--- config.mk ---
export PLATFORM = sky130hd
export DESIGN_NAME = block_interleaver
export DESIGN_NICKNAME = d
export VERILOG_FILES = /design/src/rtl/interleaver_pkg.sv /design/src/rtl/ilv_addr_gen.sv /design/src/rtl/block_interleaver.sv
export SDC_FILE = /design/constraint.sdc
export NUM_CORES = 1
export LEC_CHECK = 0
export ABC_AREA = 1
export BUFFER_PORTS_ARGS = -buffer_cell sky130_fd_sc_hd__buf_2
export CAP_MARGIN = 0
export CORE_UTILIZATION = 50
export CTS_CLUSTER_SIZE = 28
export DETAILED_ROUTE_END_ITERATION = 16
export PLACE_DENSITY = 0.63
export SYNTH_ARGS = -nofsm -noshare
export SYNTH_HDL_FRONTEND = slang
export SYNTH_SLANG_ARGS = --single-unit
--- constraint.sdc ---
create_clock -name clk -period 3.2 [get_ports clk]
set_clock_uncertainty 0.1 [all_clocks]
set_input_delay 0.48 -clock clk [delete_from_list [all_inputs] [get_ports clk]]
set_output_delay 0.48 -clock clk [all_outputs]
set_load 0.05 [all_outputs]
--- src/rtl/interleaver_pkg.sv ---
// Constants and bank-state encoding shared by the block interleaver and deinterleaver.
package interleaver_pkg;

    localparam int DEF_ROWS = 4;
    localparam int DEF_COLS = 4;
    localparam int BLK      = DEF_ROWS * DEF_COLS;
    localparam int CNT_W    = $clog2(BLK);

    typedef enum logic [1:0] {
        EMPTY    = 2'd0,
        FILLING  = 2'd1,
        FULL     = 2'd2,
        DRAINING = 2'd3
    } bank_state_t;

endpackage

--- src/rtl/ilv_addr_gen.sv ---
// Column-major read permutation: maps the symbol count within a block to the
// row-major storage address. The deinterleaver instantiates it with ROWS/COLS swapped.
module ilv_addr_gen #(
    parameter int ROWS  = 4,
    parameter int COLS  = 4,
    parameter int CNT_W = $clog2(ROWS * COLS)
) (
    input  logic [CNT_W-1:0] cnt,
    output logic [CNT_W-1:0] addr
);

    localparam logic [CNT_W-1:0] ROWS_C = CNT_W'(ROWS);
    localparam logic [CNT_W-1:0] COLS_C = CNT_W'(COLS);

    always_comb begin
        addr = (cnt % ROWS_C) * COLS_C + cnt / ROWS_C;
    end

endmodule

--- src/rtl/block_interleaver.sv ---
// Transmit-side block interleaver: ping-pong buffer written row-major and read
// column-major, with a registered valid/ready output stage.
module block_interleaver
    import interleaver_pkg::*;
#(
    parameter int DATA_W = 1,
    parameter int ROWS   = DEF_ROWS,
    parameter int COLS   = DEF_COLS
) (
    input  logic              clk,
    input  logic              rst,
    input  logic              in_valid,
    output logic              in_ready,
    input  logic [DATA_W-1:0] in_data,
    output logic              out_valid,
    input  logic              out_ready,
    output logic [DATA_W-1:0] out_data,
    output logic              out_sop,
    output logic              out_eop
);

    localparam int N_SYM = ROWS * COLS;
    localparam int AW    = $clog2(N_SYM);
    localparam logic [AW-1:0] LAST = AW'(N_SYM - 1);

    bank_state_t       state     [2];
    bank_state_t       state_nxt [2];
    logic              wr_bank, rd_bank;
    logic [AW-1:0]     wr_cnt, rd_cnt, rd_addr;
    logic [DATA_W-1:0] mem [2][N_SYM];
    logic              accept, load, wr_last, rd_last;

    ilv_addr_gen #(
        .ROWS  (ROWS),
        .COLS  (COLS),
        .CNT_W (AW)
    ) u_addr_gen (
        .cnt  (rd_cnt),
        .addr (rd_addr)
    );

    always_comb begin
        in_ready = (state[wr_bank] != FULL) && (state[wr_bank] != DRAINING);
        accept   = in_valid && in_ready;
        wr_last  = (wr_cnt == LAST);
        rd_last  = (rd_cnt == LAST);
        load     = ((state[rd_bank] == FULL) || (state[rd_bank] == DRAINING))
                   && (!out_valid || out_ready);
    end

    // NOTE: every always_comb output gets a default first, so no path can infer a latch.
    // Writer and reader never touch the same bank in one cycle: the writer needs
    // EMPTY/FILLING, the reader needs FULL/DRAINING.
    always_comb begin
        state_nxt = state;
        if (accept) state_nxt[wr_bank] = wr_last ? FULL : FILLING;
        if (load)   state_nxt[rd_bank] = rd_last ? EMPTY : DRAINING;
    end

    // NOTE: sequential state uses non-blocking assignments; the comb block above uses blocking.
    always_ff @(posedge clk) begin
        if (rst) begin
            state     <= '{default: EMPTY};
            wr_bank   <= 1'b0;
            rd_bank   <= 1'b0;
            wr_cnt    <= '0;
            rd_cnt    <= '0;
            out_valid <= 1'b0;
            out_data  <= '0;
            out_sop   <= 1'b0;
            out_eop   <= 1'b0;
        end else begin
            state <= state_nxt;
            if (accept) begin
                wr_cnt <= wr_last ? '0 : wr_cnt + 1'b1;
                if (wr_last) wr_bank <= ~wr_bank;
            end
            if (load) begin
                out_valid <= 1'b1;
                out_data  <= mem[rd_bank][rd_addr];
                out_sop   <= (rd_cnt == '0);
                out_eop   <= rd_last;
                rd_cnt    <= rd_last ? '0 : rd_cnt + 1'b1;
                if (rd_last) rd_bank <= ~rd_bank;
            end else if (out_ready) begin
                out_valid <= 1'b0;
            end
        end
    end

    // NOTE: storage is deliberately not reset; the bank states alone decide what is valid.
    always_ff @(posedge clk) begin
        if (accept) mem[wr_bank][wr_cnt] <= in_data;
    end

endmodule

==> results.json <==
{
  "relSlewSlack_pct": 51.0,
  "start_util_pct": 53.0,
  "syn_area_per_cell_um2": 9.21,
  "fin_crit_sh_pct": 69.6,
  "grt_pass1_wl_mm": 7.36,
  "htreeDepth": 2,
  "drv_slew": 0,
  "grt_max_degree": 33,
  "synth-compound-area-share_pct": 6.26,
  "antenna_left": 0,
  "antenna_found_initial": 0,
  "yosys_warnings": 0,
  "dr.pass1.iters": 5,
  "yosysUniqueCellTypes": 30,
  "grt-ovfl-total": 0,
  "yosys_register_bits": 49,
  "cap_violations": 0,
  "postRouteWirelength_mm": 4.44,
  "synth_area_mm2": 0.00234,
  "cts.sinks": 49,
  "synth_nets": 265,
  "yosysSeqAreaShare_pct": 55.6,
  "end_kind": "output port",
  "viasPerCell": 5.18,
  "nNetsFinal": 275,
  "drc": 0,
  "grt_pass1_vias": 1511,
  "drive_gt1_share_pct": 13.2,
  "arrival_ns": 1.65,
  "io_pins": 10,
  "die_y_um": 70.4,
  "status": "complete, no violations",
  "layout_common_cells": "nand2_1, edfxtp_1, nand3_1, nor2_1, inv_1",
  "root_buffer": "clkbuf_8",
  "cts_setup_buffers": 0,
  "reg2regPathDepth": 6,
  "worstHoldPathCells": 2,
  "required_ns": 2.62,
  "grt_usage_pct": 19.8,
  "hpwlAfterDp_mm": 3.19,
  "synth_mux_area_share_pct": 0,
  "rrSetupSlack_ns": 1.17,
  "diodes": 0,
  "synth_simple_gate_area_share_pct": 27.7,
  "cts_hold_buf": 0,
  "core_mm2": 0.00441,
  "fmax_mhz": 449,
  "p_leak_nw": 0.948,
  "synthXorXnorAreaFrac_pct": 0.375,
  "die_area_mm2": 0.00495,
  "synth_adder_area_share_pct": 3.21,
  "cts_resized": 0,
  "syn_to_final_growth_pct": 6.47,
  "wl_per_cell_um": 14.0,
  "setup_tns_ns": 0,
  "tightest_slew_ns": 0.734,
  "cts_tree": "built",
  "placementRows": 24,
  "routabilityCongestion": 0.801,
  "cp-start-kind": "flip-flop",
  "path_clk_slew_ns": 0.09,
  "drtIter0Drc": 53,
  "fillCellCount": 411,
  "finalPower_mw": 1.09,
  "cellPowerDensity_mw_per_mm2": 437,
  "synth_top_family_by_area": "simple AND/OR/NAND/NOR gates",
  "layout_commonest_cell": "nand2_1",
  "setup_viol": 0,
  "path_class": "flip-flop to output port",
  "hp-class": "input port to flip-flop",
  "cp_max_fo": 20,
  "num_vias": 1643,
  "port_buffers": 9,
  "die_width_um": 70.4,
  "period_needed_ns": 2.23,
  "instances_no_fill": 317,
  "finalHoldViolations": 0,
  "cts_made_buffers": 5,
  "ir_drop_v": 0.000267,
  "rsz0062_at_grt": "false",
  "cts_max_path_buffers": 2,
  "dpl.cell_count": 309,
  "clk-insertion-delay-late_ns": 0.31,
  "synth_cells": 254
}
synthesized netlist by cell type:
library cell  count  share of area, %
nand2_1          61               9.8
o21ai_1           2              0.43
buf_2             1              0.21
xor2_1            1              0.37
buf_4             2              0.64
clkinv_1          1              0.16
dfxtp_1          17                15
nand4_1           2              0.53
and3_1            1              0.27
a31oi_1           1              0.27
inv_1            20               3.2
ha_1              6               3.2
inv_6             1              0.37
inv_2             4              0.64
edfxtp_1         32                41
clkbuf_1          2              0.32
nand2_8           2               1.7
o21ai_0           6               1.3
buf_6             2              0.96
a21oi_1           8               1.7
inv_4             1              0.27
nand3_1          29               6.2
nor2_4            2              0.96
nor2_2            2              0.53
o21ai_2           4               1.5
nand2_2           1              0.27
nor2_1           21               3.4
a21oi_2           2              0.75
o21a_1            1              0.32
nor3_1           19               4.1
metal layers:
layer / part of all wire (%) / vias up / track usage [%] / wire length [µm]
met1: 50 / 734 / 27.5 / 2200
met4: 1.6 / 0 / 7.33 / 69
met5: 0 / - / 0 / 0
met3: 4.5 / 5 / 5.19 / 199
met2: 44 / 32 / 29.8 / 1970
li1: - / 872 / - / -
sequential cells by signal, indices dropped and copies added, names as in the netlist, named ones only:
register and cells:
wr_bank 1, out_valid 1, out_sop 1, mem 32, rd_bank 1, state 2, out_eop 1, out_data 1
rd_cnt 4, wr_cnt 4
metrics by stage:
stage	setup slack (ns)	cell area [µm²]	util, %	hold WS, ns
2_1_floorplan	1.55	2340	-	0.362
3_3_place_gp	1.18	2410	54.5	0.350
3_5_place_dp	1.18	2410	54.5	0.353
4_1_cts	0.971	2490	56.4	0.338
5_1_grt	0.854	2490	56.4	0.354
6_report	0.974	2490	56.4	0.336
power by group:
group          switching (mW)  total (mW)  internal [mW]
Sequential            0.00303       0.680          0.677
Combinational          0.0324      0.0456         0.0132
Clock                   0.208       0.363          0.155
layout make-up:
| class | count | area [µm²] | area share, % |
|---|---|---|---|
| Clock buffer | 7 | 76.3 | 3.07 |
| Clock inverter | 1 | 7.51 | 0.302 |
| Inverter | 27 | 109 | 4.37 |
| Multi-Input combinational cell | 171 | 878 | 35.3 |
| Sequential cell | 49 | 1300 | 52.3 |
| Tap cell | 52 | 65.1 | 2.61 |
| Timing Repair Buffer | 10 | 52.6 | 2.11 |
cells by family after synthesis:
logic type                 count (synthesis)
DFF                                       49
adders and majority gates                  6
AOI/OAI and AO/OA                         24
xor gates and xnor gates                   1
buffers and inverters                     34
and+or+nand+nor                          140
worst max-delay path, stage by stage (launching register included):
cell	delay, ns
dfxtp_1	0.80
o21ai_2	0.13
inv_2	0.12
buf_2	0.27
worst paths after layout:
kind	startpoint	end
worst max-delay path	wr_bank$_SDFFE_PP0P_	in_ready
worst min register to register	out_eop$_SDFFE_PP0P_	out_eop$_SDFFE_PP0P_
worst max register to register	wr_bank$_SDFFE_PP0P_	mem[0][13]$_DFFE_PP_
worst min-delay path	rst	out_eop$_SDFFE_PP0P_
(Power assumes the default switching activity.)
